===== src/rtl/sccb_arbiter.sv =====
`default_nettype none
// ============================================================================
//  Module      : sccb_arbiter
//  Description : Two-channel write arbiter in front of an SCCB master. It picks
//                one requester (round-robin or channel-0 priority), latches its
//                register address and value, starts the master, tracks the
//                master's ready flag to completion, and bounds every transfer
//                with a timeout.
//  Revision    : 1.0 - initial release
// ============================================================================
module sccb_arbiter #(
    parameter logic [15:0] TIMEOUT_CYC = 16'd65535,
    parameter int          FIXED_PRIO  = 0
) (
    input  logic       i_Clk,
    input  logic       i_Rst,
    input  logic       i_Req0,
    input  logic       i_Req1,
    input  logic [7:0] i_Addr0,
    input  logic [7:0] i_Addr1,
    input  logic [7:0] i_Data0,
    input  logic [7:0] i_Data1,
    output logic       o_Ack0,
    output logic       o_Ack1,
    output logic       o_Done0,
    output logic       o_Done1,
    output logic       o_Tout0,
    output logic       o_Tout1,
    output logic [7:0] o_SCCB_Addr,
    output logic [7:0] o_SCCB_Data,
    output logic       o_SCCB_fStart,
    input  logic       i_SCCB_fReady,
    output logic       o_Busy,
    output logic       o_Owner
);

    typedef enum logic [2:0] {
        IDLE      = 3'd0,
        LATCH     = 3'd1,
        START     = 3'd2,
        WAIT_BUSY = 3'd3,
        WAIT_DONE = 3'd4,
        DONE      = 3'd5
    } state_t;

    // The timeout fires in the TIMEOUT_CYC-th counted cycle after LATCH.
    localparam logic [15:0] TOUT_LAST = TIMEOUT_CYC - 16'd1;

    state_t      state;
    state_t      state_nxt;
    logic [15:0] tout_cnt;
    logic        last_served;
    logic        any_req;
    logic        winner;
    logic        grant;
    logic        active;
    logic        tout_hit;

    assign any_req  = i_Req0 | i_Req1;
    assign grant    = (state == IDLE) && any_req;
    assign active   = (state == START) || (state == WAIT_BUSY) || (state == WAIT_DONE);
    assign tout_hit = active && (tout_cnt == TOUT_LAST);

    // Winner selection: channel 0 priority, or alternate when both request.
    always_comb begin
        winner = 1'b0;
        if (FIXED_PRIO != 0) begin
            winner = ~i_Req0;
        end else if (i_Req0 && i_Req1) begin
            winner = ~last_served;
        end else begin
            winner = ~i_Req0;
        end
    end

    // State register; reset drops straight to IDLE so all pulses vanish at once.
    always_ff @(posedge i_Clk or negedge i_Rst) begin
        if (!i_Rst) begin
            state <= IDLE;
        end else begin
            state <= state_nxt;
        end
    end

    // Next-state and pulse outputs; a timeout overrides fStart/Done in the same cycle.
    always_comb begin
        state_nxt     = state;
        o_Ack0        = 1'b0;
        o_Ack1        = 1'b0;
        o_Done0       = 1'b0;
        o_Done1       = 1'b0;
        o_Tout0       = 1'b0;
        o_Tout1       = 1'b0;
        o_SCCB_fStart = 1'b0;
        o_Busy        = (state != IDLE);
        case (state)
            IDLE: begin
                if (any_req) begin
                    state_nxt = LATCH;
                end
            end
            LATCH: begin
                o_Ack0    = ~o_Owner;
                o_Ack1    = o_Owner;
                state_nxt = START;
            end
            START: begin
                if (tout_hit) begin
                    o_Tout0   = ~o_Owner;
                    o_Tout1   = o_Owner;
                    state_nxt = IDLE;
                end else if (i_SCCB_fReady) begin
                    o_SCCB_fStart = 1'b1;
                    state_nxt     = WAIT_BUSY;
                end
            end
            WAIT_BUSY: begin
                if (tout_hit) begin
                    o_Tout0   = ~o_Owner;
                    o_Tout1   = o_Owner;
                    state_nxt = IDLE;
                end else if (!i_SCCB_fReady) begin
                    state_nxt = WAIT_DONE;
                end
            end
            WAIT_DONE: begin
                if (tout_hit) begin
                    o_Tout0   = ~o_Owner;
                    o_Tout1   = o_Owner;
                    state_nxt = IDLE;
                end else if (i_SCCB_fReady) begin
                    state_nxt = DONE;
                end
            end
            DONE: begin
                o_Done0   = ~o_Owner;
                o_Done1   = o_Owner;
                state_nxt = IDLE;
            end
            default: begin
                state_nxt = IDLE;
            end
        endcase
    end

    // Grant capture: owner, pointer and the winner's address/value are taken
    // on the IDLE exit so they are already stable during the Ack cycle.
    always_ff @(posedge i_Clk or negedge i_Rst) begin
        if (!i_Rst) begin
            o_Owner     <= 1'b0;
            last_served <= 1'b1;
            o_SCCB_Addr <= 8'h00;
            o_SCCB_Data <= 8'h00;
        end else if (grant) begin
            o_Owner     <= winner;
            last_served <= winner;
            o_SCCB_Addr <= winner ? i_Addr1 : i_Addr0;
            o_SCCB_Data <= winner ? i_Data1 : i_Data0;
        end
    end

    // Transfer watchdog: cleared in LATCH, counts every START/WAIT_* cycle.
    always_ff @(posedge i_Clk or negedge i_Rst) begin
        if (!i_Rst) begin
            tout_cnt <= 16'd0;
        end else if (state == LATCH) begin
            tout_cnt <= 16'd0;
        end else if (active) begin
            tout_cnt <= tout_cnt + 16'd1;
        end
    end

endmodule
`default_nettype wire


===== config.mk =====
export PLATFORM = sky130hd
export DESIGN_NAME = sccb_arbiter
export DESIGN_NICKNAME = d
export VERILOG_FILES = /design/src/rtl/sccb_arbiter.sv
export SDC_FILE = /design/constraint.sdc
export NUM_CORES = 1
export LEC_CHECK = 0
export ABC_AREA = 1
export CAP_MARGIN = 20
export CELL_PAD_IN_SITES_DETAIL_PLACEMENT = 2
export CELL_PAD_IN_SITES_GLOBAL_PLACEMENT = 2
export CORE_MARGIN = 2
export CORE_UTILIZATION = 29
export CTS_CLUSTER_DIAMETER = 100
export CTS_CLUSTER_SIZE = 28
export DETAILED_ROUTE_END_ITERATION = 8
export PLACE_DENSITY_LB_ADDON = 0.1
export SKIP_CTS_REPAIR_TIMING = 1
export SYNTH_ARGS = -nofsm -noshare
export SYNTH_HDL_FRONTEND = slang
export SYNTH_SLANG_ARGS = --single-unit

===== constraint.sdc =====
create_clock -name i_Clk -period 3.6 [get_ports i_Clk]
set_input_delay 0.72 -clock i_Clk [delete_from_list [all_inputs] [get_ports i_Clk]]
set_output_delay 0.72 -clock i_Clk [all_outputs]
set_load 0.05 [all_outputs]

==> metrics.txt <==
Worst-Skew Late Latency=290 ps; fmax=0.320 GHz; Routed Antenna Nets=0; number of synthesized flops with an enable pin=0; initial antenna violation count=0; commonest cells in the netlist=o21ai_0, nand2_1, dfrtp_1; post-synth top area share=slightly above 40%; Synth Instances=283; max-cap viol count=0; RSZ-0062 raised after global routing=no; Worst-path clk slew=about 80 ps; vias in the first global route=2406; Root Driver=clkbuf_8; Port-buffer cells=61; CTS tree=built; number of cell rows=31; wire length per cell=15.6 um; highest metal used=met4; Hold Crit Class=reg -> reg; Synth-to-Final Area Change=35.5%; CP Class=reg -> out; die area=between 0.008 and 0.009 sq mm; Min Hold Slack=522 ps; metal3 WL=roughly 400 um; CP endpoint kind=output port; post-synthesis sequential area ratio=between 40% and 50%; final-report hold violation count=0; maximum vdd drop=0.484 mV; Least-Margin Pin Slew=881 ps; Post-Route WL=between 6 and 7 mm; Synth area leader=dfrtp_1; async set-or-reset flop fraction in the synthesized netlist=100%; GR Overflow Total=0; max-slew violations=0; Final GP Congestion=between 0.7 and 0.8; Distinct cells, synth=33; metal1 wirelength=~3.1 mm; Longest Clk Path Bufs=2; syn nets=~320; Final HPWL DP=5.26 mm; fillers=869; mapped cell area=between 0.002 and 0.0025 sq mm; Setup Skew=roughly 9.0 ps; largest net degree at the start of global routing=38; TNS Setup=0 ps; Initial Utilization=30.1%; Startpoint Class=flop; core area=0.00729 sq mm; Cell Pwr Density=764 mW/mm^2; gr usage total=17.8%; Die Wd=91.0 um; final setup fails=0; first-pass GRT wire length=between 10 and 15 mm; total CTS buffers=5; TritonRoute pass-1 iters=4; Req. time, crit path=2880 ps; final net count=384; die height=91.0 um; status=completed; post-route clock period utilization=86.8%; Ant. Diodes=0; Ys Warns=0; io pins=62; wire length on met2=3.37 mm; vias=2169; DRC viols=0; post-route minimum period=3120 ps; H-Tree Depth=2; initial drt markers=58; layout cells sized above 1=12.4%; Slew headroom=41.3%; Worst EP arrival=around 2400 ps; Sink Count=37; crit path max fanout=8; routed vias/inst=4.87; Leak Pwr=about 1.3 nW; fin util=40.8%; cell with the most instances after synthesis=o21ai_0; ranking of synthesized cells by area=dfrtp_1, o21ai_0, nand2_1; Main synth FF type=dfrtp_1; syn_area_per_cell=7.76 sq um; synthesis-stage register bit count=37
## registers in the layout, indices dropped and copies added (netlist names)
signal       cells
o_SCCB_Addr      8
o_Owner          1
last_served      1
state            3
o_SCCB_Data      8
tout_cnt        16
## cell type report
cell class / count / area (sq um) / share of cell area [%]
sequential: 37 / 927 / 31.1
timing repair buffer: 64 / 628 / 21.1
clock buffer: 7 / 96.3 / 3.24
inverter: 34 / 130 / 4.37
multi-input combinational: 203 / 1070 / 35.8
clock inverter: 1 / 5.00 / 0.168
tap: 99 / 124 / 4.16
## cell families (layout without fill, tap and decap cells)
kind of cell | Yosys count | after routing | share of synthesized area, %
and+or+nand+nor | 125 | 125 | 29.0
DFF | 37 | 37 | 42.2
AOI/OAI and AO/OA | 76 | 76 | 18.3
buffers and inverters | 43 | 106 | 9.28
adders and majority gates | 2 | 2 | 1.14
## stage by stage
stage                     total power [mW]  std cells  setup WS, ps  area (sq um)
after CTS                             2.31        445           465          2980
after global routing                  2.45        445           294          2980
after floorplan                       1.55        283          1190          2200
after global placement                1.94        437           682          2880
final                                 2.28        445           477          2980
after detailed placement              1.97        437           665          2880
## worst paths after layout
kind                                            startpoint                         end  slack [ps]  cells past startpoint
max in group asynchronous                            i_Rst    tout_cnt[15]$_DFFE_PN0P_        2500                      1
worst max-delay path               tout_cnt[0]$_DFFE_PN0P_                     o_Tout1         480                      9
min in group asynchronous                            i_Rst  o_SCCB_Data[3]$_DFFE_PN0P_         540                      1
worst min-delay path            o_SCCB_Addr[0]$_DFFE_PN0P_  o_SCCB_Addr[0]$_DFFE_PN0P_         520                      2
worst max register to register     last_served$_DFFE_PN1P_  o_SCCB_Data[1]$_DFFE_PN0P_        1710                      5
worst min register to register  o_SCCB_Addr[0]$_DFFE_PN0P_  o_SCCB_Addr[0]$_DFFE_PN0P_         520                      2
## where the power goes
group          total (mW)  switching [mW]  leakage (nW)  internal [mW]
clock network       0.332           0.159        0.0542          0.173
logic                1.30           0.897         0.734          0.403
registers           0.643          0.0878         0.476          0.555
## critical path, stage by stage, from the launching register on
cell and delay [ps]:
dfrtp_1 420, inv_1 110, ha_1 180, nand2_1 70
inv_1 60, nand2_1 60, nor2_2 130, nand3_4 150
nor2_1 120, clkdlybuf4s50_1 810
## per-layer routing
layer	GRT usage [%]	vias to the layer above
met3	5.39	5
met4	4.17	0
met1	21.5	1060
met5	0	-
li1	-	1059
met2	31.0	45
## cells in the final DEF (no fill, tap or decap), drive strengths merged
master         instances
inv                   34
a21oi                 11
o21a                   1
a31oi                  1
nor2                  41
nand3                 24
buf                    4
clkdlybuf4s50         60
clkinv                 1
nor3                   6
clkbuf                 7
nand3b                 2
ha                     2
o21ai                 63
dfrtp                 36
nand2                 46
dfstp                  1
nand4                  6
Power figures use the tool's default switching activity.
==> patch: new RTL, same settings <==
Change the parameter `FIXED_PRIO` from 0 to 1.
--- a/src/rtl/sccb_arbiter.sv
+++ b/src/rtl/sccb_arbiter.sv
@@ -10,7 +10,7 @@
 // ============================================================================
 module sccb_arbiter #(
     parameter logic [15:0] TIMEOUT_CYC = 16'd65535,
-    parameter int          FIXED_PRIO  = 0
+    parameter int          FIXED_PRIO  = 1
 ) (
     input  logic       i_Clk,
     input  logic       i_Rst,
Formal check against the unedited RTL: not equivalent (Yosys sat finds a counterexample within 10 cycles, from zero or initial values and one cycle with i_Rst low).
==> patch against the unedited design <==
  * Fmax rose by 1.2%
  * Worst setup slack improved by 0.036 ns
  * Sequential cell count shrank 1
  * Area after synthesis rose by 0.85%
  * Routed wire length fell by 4.6%
  * Power fell by 1.5%
  * Clock skew down 0.0053 ns
  * First-iteration DRC count is 36% lower
  * Design area is 0.71% higher
  * Largest cell class unchanged
  * Largest power group unchanged
==> patch: results (changes against the unedited design) <==
stage;metric;value;unit;change
grt;antenna_found_initial;0;;unchanged
grt;grt.total_usage;17.00;%;was 17.82%
grt;met3_usage;5.477;%;was 5.394%
power;powerClk;0.307;mW;was 0.332 mW
setup_path;arrival;2.37;ns;was 2.40 ns
grt;grt_pass1_wl;11280;µm;was 11,830 µm
timing;fin_skew;0.003704;ns;was 0.009044 ns
placement;dp_hpwl;5067;µm;was 5262 µm
grt;grtUsageMet2;29.17;%;was 31.05%
setup_path;reg2reg_to;o_SCCB_Data[7]$_DFFE_PN0P_;;was o_SCCB_Data[1]$_DFFE_PN0P_
placement;place_congestion;0.7475;;was 0.7800
yosys;yosysUniqueCellTypes;32;;was 33
route;dr_wl_met2;3215;µm;was 3371 µm
layout;reg_top3;tout_cnt x16, o_SCCB_Addr x8, o_SCCB_Data x8;;unchanged
power;p_leak;1.344;nW;was 1.264 nW
yosys;synth_common_cells;69 x nand2_1, 58 x nor2_1, 36 x dfrtp_1, 27 x inv_1;;was 51 x o21ai_0, 39 x nand2_1, 36 x dfrtp_1, 35 x nor2_1, 26 x inv_1
layout;nNetsFinal;390;;was 384
grt;grt-ovfl-total;0;;unchanged
setup_path;cp_max_fo;6;;was 8
grt;first_global_vias;2285;;was 2,406
yosys;yosysSeqAreaShare;40.65;%;was 42.20%
layout;final_cells;451;;was 445
placement;dp.cells;443;;was 437
grt;grt_max_degree;37;;was 38
power;p_seq;0.630;mW;was 0.643 mW
yosys;syn_area_per_cell;7.694;µm²;was 7.764 µm²
route;drt_iter0_markers;37;;was 58
worst_hold_path;min_path_type;flip-flop to flip-flop;;unchanged
route;first_pass_iters;4;;unchanged
setup_path;startpoint;tout_cnt[0]$_DFFE_PN0P_;;unchanged
setup_path;worstRegToRegCells;5;;unchanged
setup_path;crit_path_top_delay_cell;clkdlybuf4s50_1;;unchanged
outcome;outcome;finished clean;;unchanged
placement;numPortBuffers;61;;unchanged
route;wl;6638;µm;was 6957 µm
route;wl_met3;417;µm;was 390 µm
timing;slew_headroom;43.91;%;was 41.26%
clock_network;cts.path.max_buffers;2;;unchanged
route;routed_via_density;4.741;;was 4.874
setup_path;r2r_slack;1.86;ns;was 1.71 ns
setup_path;setup.worst_path.end;o_Tout0;;was o_Tout1
route;met1Wirelength;2925;µm;was 3136 µm
layout;drive_above_1_share;13.35;%;was 12.43%
setup_path;r2r-start;state[1]$_DFFE_PN0P_;;was last_served$_DFFE_PN1P_
yosys;synth_area_leaders;dfrtp_1 41%, nand2_1 12%, nor2_1 9.8%, o31ai_2 6.8%, inv_1 4.6%;;was dfrtp_1 41%, o21ai_0 12%, nand2_1 6.7%, nor2_1 6.0%, nand3_1 4.6%
yosys;ys_warn_count;0;;unchanged
power;intPower;1.114;mW;was 1.132 mW
yosys;syn_nets;327;;was 322
grt;grt_util_met1;20.37;%;was 21.52%
power;vdd_ir_drop_max;0.0002966;V;was 0.0004842 V
[patch: cells by family (layout without fill, tap and decap cells)]
family          Yosys count  in the layout  synth area share, %
buf+inv                  38            102                7.622
flops                    36             36                40.65
simple gates            173            173                36.82
compound gates           39             39                13.78
fa+ha+maj                 2              2                1.129
[patch: how the worst min path moves through the flow]
stage,startpoint,end,slack [ns],depth (start not counted)
after floorplan,i_Rst,o_Owner$_DFFE_PN0P_,0.42,0
after global placement,o_SCCB_Data[6]$_DFFE_PN0P_,o_SCCB_Data[6]$_DFFE_PN0P_,0.46,2
after detailed placement,o_SCCB_Addr[0]$_DFFE_PN0P_,o_SCCB_Addr[0]$_DFFE_PN0P_,0.47,2
after CTS,o_SCCB_Addr[0]$_DFFE_PN0P_,o_SCCB_Addr[0]$_DFFE_PN0P_,0.49,2
after global routing,o_SCCB_Addr[0]$_DFFE_PN0P_,o_SCCB_Addr[0]$_DFFE_PN0P_,0.51,2
final,o_SCCB_Addr[0]$_DFFE_PN0P_,o_SCCB_Addr[0]$_DFFE_PN0P_,0.49,2
[patch: stage by stage]
| step | total power [mW] | hold slack (ns) | area (µm²) | setup WS, ns |
|---|---|---|---|---|
| 3_3_place_gp | 1.935 | 0.4650 | 2908 | 0.6870 |
| 2_1_floorplan | 1.547 | 0.4244 | 2216 | 1.238 |
| 3_5_place_dp | 1.961 | 0.4725 | 2908 | 0.6665 |
| 4_1_cts | 2.284 | 0.4921 | 2998 | 0.4750 |
| 6_report | 2.242 | 0.4867 | 2998 | 0.5132 |
| 5_1_grt | 2.416 | 0.5144 | 2998 | 0.3453 |
[patch: layout make-up]
cell class | instances | area [µm²]
clock buffer | 8 | 90.09
inverter | 31 | 116.4
multi-input combinational | 214 | 1146
tap | 99 | 123.9
timing repair buffer | 63 | 620.6
sequential | 36 | 900.9
fill | 840 | 4333
